`src/rtl/pb_pkg.sv`:
```
// Shared constants for the push-button controller: register offsets inside
// the 4-byte I/O window and the width of the offset field.
package pb_pkg;

  // Number of low address bits that select a register inside the window.
  localparam int PB_WIN_W = 2;

  // Register offsets relative to BASE_ADDR.
  typedef enum logic [PB_WIN_W-1:0] {
    PB_OFS_STATE   = 2'd0,
    PB_OFS_PRESS   = 2'd1,
    PB_OFS_RELEASE = 2'd2,
    PB_OFS_IRQMASK = 2'd3
  } pb_ofs_e;

  // True when addr falls inside the 4-aligned window starting at base.
  function automatic logic pb_in_window(input logic [7:0] addr, input logic [7:0] base);
    return addr[7:PB_WIN_W] == base[7:PB_WIN_W];
  endfunction

endpackage

```
`src/rtl/pb_if.sv`:
```
// CPU I/O read/write bus seen by the push-button controller.
// The CPU side drives address, write strobe and write data; the
// controller returns combinational read data.
interface pb_if;
  logic [7:0] addr;
  logic [7:0] out;
  logic       we;
  logic [7:0] wdata;

  modport master (output addr, output we, output wdata, input out);
  modport slave  (input addr, input we, input wdata, output out);
endinterface

```
`src/rtl/pb_debounce_ch.sv`:
```
// One push-button channel: two-flop synchroniser, tick-sampled shift
// register and hysteresis filter. rise/fall flag the clock in which the
// filtered state is about to flip, so event bits land together with state.
module pb_debounce_ch #(
  parameter int DEPTH = 3
) (
  input  logic clk,
  input  logic rst_n,
  input  logic tick,
  input  logic din,
  output logic state,
  output logic rise,
  output logic fall
);

  logic [1:0]       sync_q;
  logic [DEPTH-1:0] shift_q;
  logic             all_ones;
  logic             all_zeros;

  // Bring the asynchronous button level into the clk domain.
  always_ff @(posedge clk or negedge rst_n) begin
    // NOTE: non-blocking assignments so every flop samples pre-edge values;
    // a blocking chain here would collapse the two stages into one.
    if (!rst_n) sync_q <= '0;
    else        sync_q <= {sync_q[0], din};
  end

  // Shift in one synchronised sample per debounce tick.
  always_ff @(posedge clk or negedge rst_n) begin
    if (!rst_n)    shift_q <= '0;
    else if (tick) shift_q <= {shift_q[DEPTH-2:0], sync_q[1]};
  end

  assign all_ones  = &shift_q;
  assign all_zeros = ~|shift_q;

  // Filtered state only moves on a full run of equal samples.
  always_ff @(posedge clk or negedge rst_n) begin
    if (!rst_n)         state <= 1'b0;
    else if (all_ones)  state <= 1'b1;
    else if (all_zeros) state <= 1'b0;
  end

  assign rise = all_ones  & ~state;
  assign fall = all_zeros &  state;

endmodule

```
`src/rtl/pb_ctrl.sv`:
```
// Push-button input controller: NCH debounced channels on a shared sample
// tick, sticky press/release event registers with write-1-to-clear, and a
// 4-byte read window on the CPU I/O bus.
// Optional feature macro: PB_IRQ_EN adds the IRQMASK register and a
// registered level interrupt; without it irq is tied low.
module pb_ctrl
  import pb_pkg::*;
#(
  parameter int         NCH       = 5,
  parameter int         TICK_DIV  = 2**24,
  parameter int         DEPTH     = 3,
  parameter logic [7:0] BASE_ADDR = 8'hf8
) (
  input  logic           clk,
  input  logic           rst_n,
  pb_if.slave            bus,
  input  logic [NCH-1:0] pb,
  output logic           irq
);

  localparam int CW = $clog2(TICK_DIV);

  logic [CW-1:0]  cnt_q;
  logic           tick;
  logic [NCH-1:0] state_v;
  logic [NCH-1:0] rise_v;
  logic [NCH-1:0] fall_v;
  logic [NCH-1:0] press_q;
  logic [NCH-1:0] release_q;
  logic [NCH-1:0] clr_press;
  logic [NCH-1:0] clr_release;
  logic           in_win;
  pb_ofs_e        ofs;
  logic [7:0]     rd_data;

  // Free-running sample-tick divider; wraps silently.
  always_ff @(posedge clk or negedge rst_n) begin
    if (!rst_n)                          cnt_q <= '0;
    else if (cnt_q == CW'(TICK_DIV - 1)) cnt_q <= '0;
    else                                 cnt_q <= cnt_q + 1'b1;
  end

  assign tick = (cnt_q == CW'(TICK_DIV - 1));

  for (genvar i = 0; i < NCH; i++) begin : g_ch
    pb_debounce_ch #(.DEPTH(DEPTH)) u_ch (
      .clk   (clk),
      .rst_n (rst_n),
      .tick  (tick),
      .din   (pb[i]),
      .state (state_v[i]),
      .rise  (rise_v[i]),
      .fall  (fall_v[i])
    );
  end

  assign in_win = pb_in_window(bus.addr, BASE_ADDR);
  assign ofs    = pb_ofs_e'(bus.addr[PB_WIN_W-1:0]);

  // Decode write-1-to-clear masks for the event registers.
  always_comb begin
    // NOTE: every always_comb output gets a default first so no path
    // leaves it unassigned and no latch is inferred.
    clr_press   = '0;
    clr_release = '0;
    if (bus.we && in_win) begin
      if (ofs == PB_OFS_PRESS)   clr_press   = bus.wdata[NCH-1:0];
      if (ofs == PB_OFS_RELEASE) clr_release = bus.wdata[NCH-1:0];
    end
  end

  // Sticky event bits; a new edge in the same clk as a clear wins.
  always_ff @(posedge clk or negedge rst_n) begin
    if (!rst_n) begin
      press_q   <= '0;
      release_q <= '0;
    end else begin
      press_q   <= (press_q   & ~clr_press)   | rise_v;
      release_q <= (release_q & ~clr_release) | fall_v;
    end
  end

`ifdef PB_IRQ_EN
  logic [NCH-1:0] mask_q;

  // Interrupt mask register, written whole at the IRQMASK offset.
  always_ff @(posedge clk or negedge rst_n) begin
    if (!rst_n)                                       mask_q <= '0;
    else if (bus.we && in_win && ofs == PB_OFS_IRQMASK) mask_q <= bus.wdata[NCH-1:0];
  end

  // Registered level interrupt: one clk behind the event bits.
  always_ff @(posedge clk or negedge rst_n) begin
    if (!rst_n) irq <= 1'b0;
    else        irq <= |((press_q | release_q) & mask_q);
  end
`else
  assign irq = 1'b0;
`endif

  // Combinational read mux; unused upper bits and out-of-window reads are 0.
  always_comb begin
    rd_data = '0;
    if (in_win) begin
      case (ofs)
        PB_OFS_STATE:   rd_data[NCH-1:0] = state_v;
        PB_OFS_PRESS:   rd_data[NCH-1:0] = press_q;
        PB_OFS_RELEASE: rd_data[NCH-1:0] = release_q;
        PB_OFS_IRQMASK: begin
`ifdef PB_IRQ_EN
          rd_data[NCH-1:0] = mask_q;
`endif
        end
        default:        rd_data = '0;
      endcase
    end
  end

  assign bus.out = rd_data;

  // Write-data bits above NCH have no destination.
  logic unused_wdata;
  assign unused_wdata = &{1'b0, bus.wdata};

endmodule

```
`src/flat_wrapper.sv`:
```
// flat-port wrapper written by rule: the top's interface ports become plain ports
module pb_ctrl_flat import pb_pkg::*;
#(
  parameter int         NCH       = 5,
  parameter int         TICK_DIV  = 2**24,
  parameter int         DEPTH     = 3,
  parameter logic [7:0] BASE_ADDR = 8'hf8
)
  (clk, rst_n, pb, irq, bus_addr, bus_we, bus_wdata, bus_out);
  pb_if bus_i ();
  input  logic clk;
  input  logic rst_n;
  input  logic [NCH-1:0] pb;
  output logic irq;
  input wire logic [$bits(bus_i.addr)-1:0] bus_addr;
  input wire logic [$bits(bus_i.we)-1:0] bus_we;
  input wire logic [$bits(bus_i.wdata)-1:0] bus_wdata;
  output wire logic [$bits(bus_i.out)-1:0] bus_out;
  assign bus_i.addr = bus_addr;
  assign bus_i.we = bus_we;
  assign bus_i.wdata = bus_wdata;
  assign bus_out = bus_i.out;
  pb_ctrl #(.NCH(NCH), .TICK_DIV(TICK_DIV), .DEPTH(DEPTH), .BASE_ADDR(BASE_ADDR)) u_core (.clk(clk), .rst_n(rst_n), .bus(bus_i), .pb(pb), .irq(irq));
endmodule
```
`config.mk`:
```
export PLATFORM = sky130hd
export DESIGN_NAME = pb_ctrl_flat
export DESIGN_NICKNAME = d
export VERILOG_FILES = /design/src/rtl/pb_pkg.sv /design/src/rtl/pb_if.sv /design/src/rtl/pb_debounce_ch.sv /design/src/rtl/pb_ctrl.sv /design/src/flat_wrapper.sv
export SDC_FILE = /design/constraint.sdc
export NUM_CORES = 1
export LEC_CHECK = 0
export CELL_PAD_IN_SITES_DETAIL_PLACEMENT = 0
export CELL_PAD_IN_SITES_GLOBAL_PLACEMENT = 2
export CORE_MARGIN = 3
export CORE_UTILIZATION = 30
export DETAILED_ROUTE_END_ITERATION = 6
export PLACE_DENSITY = 0.63
export SYNTH_ARGS = -nofsm -noshare
export SYNTH_HDL_FRONTEND = slang
export SYNTH_SLANG_ARGS = --single-unit
```
`constraint.sdc`:
```
create_clock -name clk -period 2.9 [get_ports clk]
set_input_delay 0.29 -clock clk [delete_from_list [all_inputs] [get_ports clk]]
set_output_delay 0.29 -clock clk [all_outputs]
set_load 0.01 [all_outputs]
```
==> flow_summary.yaml, run 1 <==
routing:
  num_vias: 1882
  wl_um: 5470
  detail_route.vias_per_cell: 4.75
  drt_iter0_markers: 66
  drtPass1Iterations: 4
  antenna_left: 0
  drc: 0
  wire_per_inst_um: 13.8
power:
  total_leakage_power_nw: 1.35
  ir_drop_uv: 200
  powerDensity_mw_per_mm2: 504
global_route:
  grt_max_degree: 65
  antenna_found_initial: 0
  first_global_vias: 1900
  grt_pass1_wl_um: 9330
  grt_usage_pct: 11.7
  grt-ovfl-total: 0
critical_path:
  reg2reg_from: "u_core.cnt_q[0]"
  reg2reg_slack_ns: 0.77
  crit_arrival_ns: 2.04
  path_class: "in2out"
  path_max_fanout: 6
  worstSetupStartpointType: "primary input"
  required_ns: 2.61
  endpoint_kind: "output port"
  worstRegToRegCells: 6
  worstReg2RegEnd: "u_core.g_ch[3].u_ch.shift_q[1]"
hold_path:
  holdCritPathClass: "reg2reg"
  hold_end: "u_core.g_ch[2].u_ch.sync_q[1]"
  holdCritStartpoint: "u_core.g_ch[2].u_ch.sync_q[0]"
  whs_path_depth: 0
job:
  drv_cap: 0
sta:
  finalCritPeriodShare_pct: 80.3
  rsz0062_at_grt: "no"
  fin_tns_setup_ns: 0
  slew_viol_final: 0
  hold_ws_ns: 0.351
  period_needed_ns: 2.33
  skew_ns: 0.00828
  fin_ws_ns: 0.573
  setup_viol: 0
  hold_viol: 0
  max_freq_mhz: 430
clock_network:
  cts_max_level: 3
  cts_buffer_depth: 2
  clk_latency_ns: 0.33
  root_buffer: "clkbuf_8"
  cts_sinks: 64
  post_cts_buffers: 0
  cts_tree: "built"
  cts.clk_slew.worst_paths_ns: 0.07
  cts_buffers: 9
floorplanning:
  core_region_area_mm2: 0.00881
  die-area_mm2: 0.0103
  die_w_um: 102
  start_util_pct: 31.2
  row_count: 34
  ioPinCount: 33
  die_y_um: 102
cells_and_area:
  drive_gt1_share_pct: 14.2
  final_area_mm2: 0.00331
  area_growth_syn_to_layout_pct: 20.4
  nets: 308
  diodes: 0
synthesis:
  ys_seq_area_share_pct: 58.3
  synth_seq_cells: 64
  syn_avg_cell_area_um2: 11.0
  synth_area_mm2: 0.00275
  netlist_instances: 249
  synth_cell_types: 32
  ys_warn_count: 0
place:
  dp_slack_ns: 0.541
  dpl.hpwl_um: 3510
  io_buffer_count: 25
  placed_area_mm2: 0.00312
  place.gp.congestion: 0.678
status:
  status: "finished, final reports clean"
-- placed cells by master (no fill, tap or decap), types with 4 or more instances in the layout --
cell type / count
a21oi_1: 15
clkdlybuf4s50_1: 24
or4_1: 4
nand3_1: 14
conb_1: 4
o21ai_0: 16
mux2i_1: 5
nor3_1: 7
xnor2_1: 13
dfrtp_1: 64
nor2_1: 18
mux2_2: 15
nand4_1: 6
clkbuf_8: 10
o31ai_1: 4
inv_1: 7
nand2_1: 25
-- worst max-delay path by stage --
stage / start / end / slack (ns) / cells past startpoint
5_1_grt: bus_addr[1] / bus_out[3] / 0.44 / 5
3_5_place_dp: bus_addr[1] / bus_out[4] / 0.54 / 5
6_report: bus_addr[1] / bus_out[4] / 0.57 / 5
3_3_place_gp: bus_addr[1] / bus_out[2] / 0.52 / 5
2_1_floorplan: u_core.cnt_q[0] / u_core.g_ch[1].u_ch.shift_q[0] / 0.94 / 6
4_1_cts: bus_addr[1] / bus_out[4] / 0.53 / 5
-- cell type report --
| class | count | area [um^2] |
|---|---|---|
| clock inverters | 5 | 32.5 |
| multi-input cells | 171 | 1070 |
| inverters | 7 | 26.3 |
| fillers | 894 | 5500 |
| flip-flops and latches | 64 | 1600 |
| clock buffers | 11 | 141 |
| repair buffers | 30 | 298 |
| well taps | 108 | 135 |
-- worst max-delay path: stages --
cell and delay, ns:
clkdlybuf4s50_1 0.52, nor2b_1 0.41, a21oi_1 0.13, nor2_1 0.13, clkdlybuf4s50_1 0.55
-- what timing repair did --
item,4_1_cts,5_1_grt
gates resized for setup,0,0
setup endpoints to repair,0,0
hold buffers,1,0
hold endpoints to repair,64,0
-- where the power goes --
group,switching (W),internal (W)
logic,0.0000401,0.0000390
clock network,0.000345,0.000330
registers,0.00000478,0.000906
-- cell usage after synthesis, drive strengths merged --
cell type	number	share of area (%)
conb	1	0.14
ha	1	0.46
xor2	3	0.96
o31ai	4	1.1
and4b	1	0.36
mux2	15	6.2
nand4	6	1.4
mux2i	5	1.8
nor3	8	1.5
and3	3	0.68
dfrtp	64	58
or3	3	0.68
nor2b	3	0.68
a21oi	16	3.1
and4	3	1.0
nand3	15	2.9
buf	7	1.9
o21ai	16	2.9
nor2	18	2.5
and2	2	0.46
clkbuf	3	0.41
xnor2	13	4.1
inv	7	0.96
or4	6	1.9
a211oi	1	0.27
nand2	25	3.4
-- stage by stage --
stage	cells	total power (W)	util, %
6_report	396	0.00166	37.5
5_1_grt	396	0.00175	37.5
4_1_cts	396	0.00170	37.5
3_5_place_dp	379	0.00101	35.5
3_3_place_gp	379	0.00101	35.5
2_1_floorplan	252	0.000952	-
-- layer usage --
metal / wire length [um] / track usage [%] / vias up
met5: 0 / 0 / -
met4: 79 / 4.91 / 0
met3: 299 / 3.65 / 7
met2: 2380 / 17.2 / 39
met1: 2710 / 16.1 / 904
li1: - / - / 932
-- sequential cells by signal, summed over array words and instances, names as in the netlist --
register and flops:
u_core.g_ch.u_ch.sync_q 10, u_core.g_ch.u_ch.shift_q 15, u_core.press_q 5, u_core.g_ch.u_ch.state 5, u_core.cnt_q 24, u_core.release_q 5
-- cells by family after synthesis --
kind of cell / Yosys count / synth area share [%]
mux: 20 / 7.98
compound gates: 37 / 7.34
other cells: 1 / 0.137
buf+inv: 17 / 3.24
fa+ha+maj: 1 / 0.456
simple gates: 93 / 17.4
flops: 64 / 58.3
xor+xnor: 16 / 5.11
Note: power is estimated with default switching activity, not from simulation.
==> run 2, diff against run 1 <==
Clock period 2.9 ns to 2.3 ns, I/O delays scaled along.
==> run 2 against run 1 <==
  * Clock skew shrank 0.0027 ns
  * Largest cell class unchanged
  * Sequential cell count is the same
  * Critical endpoint is now u_core.g_ch[3].u_ch.shift_q[2]
  * Critical path type is now reg2reg
  * Power grew 24%
==> flow_summary.yaml, run 2 (same netlist as run 1, synthesis figures left out) <==
clock_network:
  cts_tree: "built"
  clk_latency_ns: 0.33
  cts_buffer_depth: 2
  cts_max_level: 3
  cts_sinks: 64
  cts_buffers: 9
  root_buffer: "clkbuf_8"
  cts.clk_slew.worst_paths_ns: 0.07
routing:
  wl_um: 5410
  drc: 0
  drt_iter0_markers: 54
  detail_route.vias_per_cell: 4.73
  drtPass1Iterations: 4
  num_vias: 1891
  antenna_left: 0
  wire_per_inst_um: 13.5
cells_and_area:
  nets: 314
  drive_gt1_share_pct: 15.8
  area_growth_syn_to_layout_pct: 22.0
  mostFrequentLayoutCells: "dfrtp_1, nand2_1, clkdlybuf4s50_1"
  largest_reg_flops: 24
  top_regs: "u_core.cnt_q (24), u_core.g_ch.u_ch.shift_q (15), u_core.g_ch.u_ch.sync_q (10)"
  utilization_pct: 38.0
  max_flop_register: "u_core.cnt_q"
  diodes: 0
  final_common_cell: "dfrtp_1"
floorplanning:
  ioPinCount: 33
  row_count: 34
  die-area_mm2: 0.0103
  start_util_pct: 31.2
  die_w_um: 102
  core_region_area_mm2: 0.00881
  die_y_um: 102
global_route:
  grt-ovfl-total: 0
  grt_max_degree: 65
  first_global_vias: 1954
  grt_pass1_wl_um: 9560
  grt_usage_pct: 12.0
  antenna_found_initial: 0
sta:
  rsz0062_at_grt: "no"
  setup_viol: 0
  slew_viol_final: 0
  max_freq_mhz: 484
  fin_tns_setup_ns: 0
  skew_ns: 0.00562
  finalCritPeriodShare_pct: 89.8
  period_needed_ns: 2.07
  hold_viol: 0
power:
  ir_drop_uv: 244
  total_leakage_power_nw: 1.38
  powerDensity_mw_per_mm2: 615
critical_path:
  reg2reg_from: "u_core.cnt_q[0]"
  crit_arrival_ns: 2.29
  cp-startpoint: "u_core.cnt_q[0]"
  endpoint_kind: "flop"
  worstSetupStartpointType: "flop"
  path_class: "reg2reg"
  path_max_fanout: 6
  required_ns: 2.52
place:
  io_buffer_count: 25
  dpl.hpwl_um: 3680
  place.gp.congestion: 0.733
status:
  status: "finished, final reports clean"
hold_path:
  holdCritPathClass: "in2reg"
  holdCritStartpoint: "pb[2]"
job:
  drv_cap: 0
==> run 2: cell types whose count changed in the layout (fill, tap and decap cells not counted), sizes merged <==
cell | before | now
clkinvlp | 3 | 1
buf | 5 | 11
clkinv | 2 | 3
clkbuf | 11 | 10
==> run 2: cell type report <==
type	instances	area (um^2)
Fill cell	915	5460
Sequential cell	64	1600
Multi-Input combinational cell	171	1070
Timing Repair Buffer	36	355
Clock buffer	10	138
Tap cell	108	135
Inverter	7	26.3
Clock inverter	4	22.5
==> run 2: stage by stage <==
stage / hold WS, ns / instance area [um^2] / setup WS [ns] / total power, W / std cells
after global routing: 0.305 / 3350 / 0.0925 / 0.00217 / 400
after global placement: 0.274 / 3180 / 0.198 / 0.00127 / 385
after floorplan: -0.0656 / 2760 / 0.336 / 0.00120 / 252
after detailed placement: 0.276 / 3180 / 0.212 / 0.00127 / 385
final: 0.327 / 3350 / 0.234 / 0.00206 / 400
after CTS: 0.301 / 3350 / 0.179 / 0.00211 / 400
==> run 2: routing by layer <==
| metal | track usage (%) | part of all wire (%) | vias up |
|---|---|---|---|
| met3 | 4.20 | 5.9 | 8 |
| met5 | 0 | 0 | - |
| met4 | 4.29 | 1.5 | 0 |
| met1 | 16.4 | 48 | 905 |
| li1 | - | - | 942 |
| met2 | 17.7 | 45 | 36 |
==> run 2: what timing repair did <==
item | 4_1_cts | 5_1_grt
hold buffers | 1 | 0
resized for setup | 0 | 0
endpoints found under the hold margin | 64 | 0
buffers inserted | 0 | 0
==> run 2: worst paths after layout <==
kind / cells past startpoint / slack [ns] / endpoint
max in group asynchronous: 3 / 1.58 / u_core.cnt_q[2]
worst min-delay path: 1 / 0.33 / u_core.g_ch[2].u_ch.sync_q[0]
worst max register to register: 5 / 0.23 / u_core.g_ch[3].u_ch.shift_q[2]
min in group asynchronous: 3 / 0.43 / u_core.g_ch[0].u_ch.sync_q[1]
worst max-delay path: 5 / 0.23 / u_core.g_ch[3].u_ch.shift_q[2]
worst min register to register: 0 / 0.35 / u_core.g_ch[4].u_ch.sync_q[1]
==> run 2: report_power, final <==
part / total, W / switching, W / internal [W]
Clock: 0.000811 / 0.000409 / 0.000402
Sequential: 0.00115 / 0.00000565 / 0.00114
Combinational: 0.000101 / 0.0000501 / 0.0000513
==> run 2: critical path, stage by stage, from the launching register on <==
cell,delay [ns]
dfrtp_1,0.39
ha_1,0.23
and4_2,0.25
nand3_1,0.17
or3_1,0.59
mux2_2,0.33
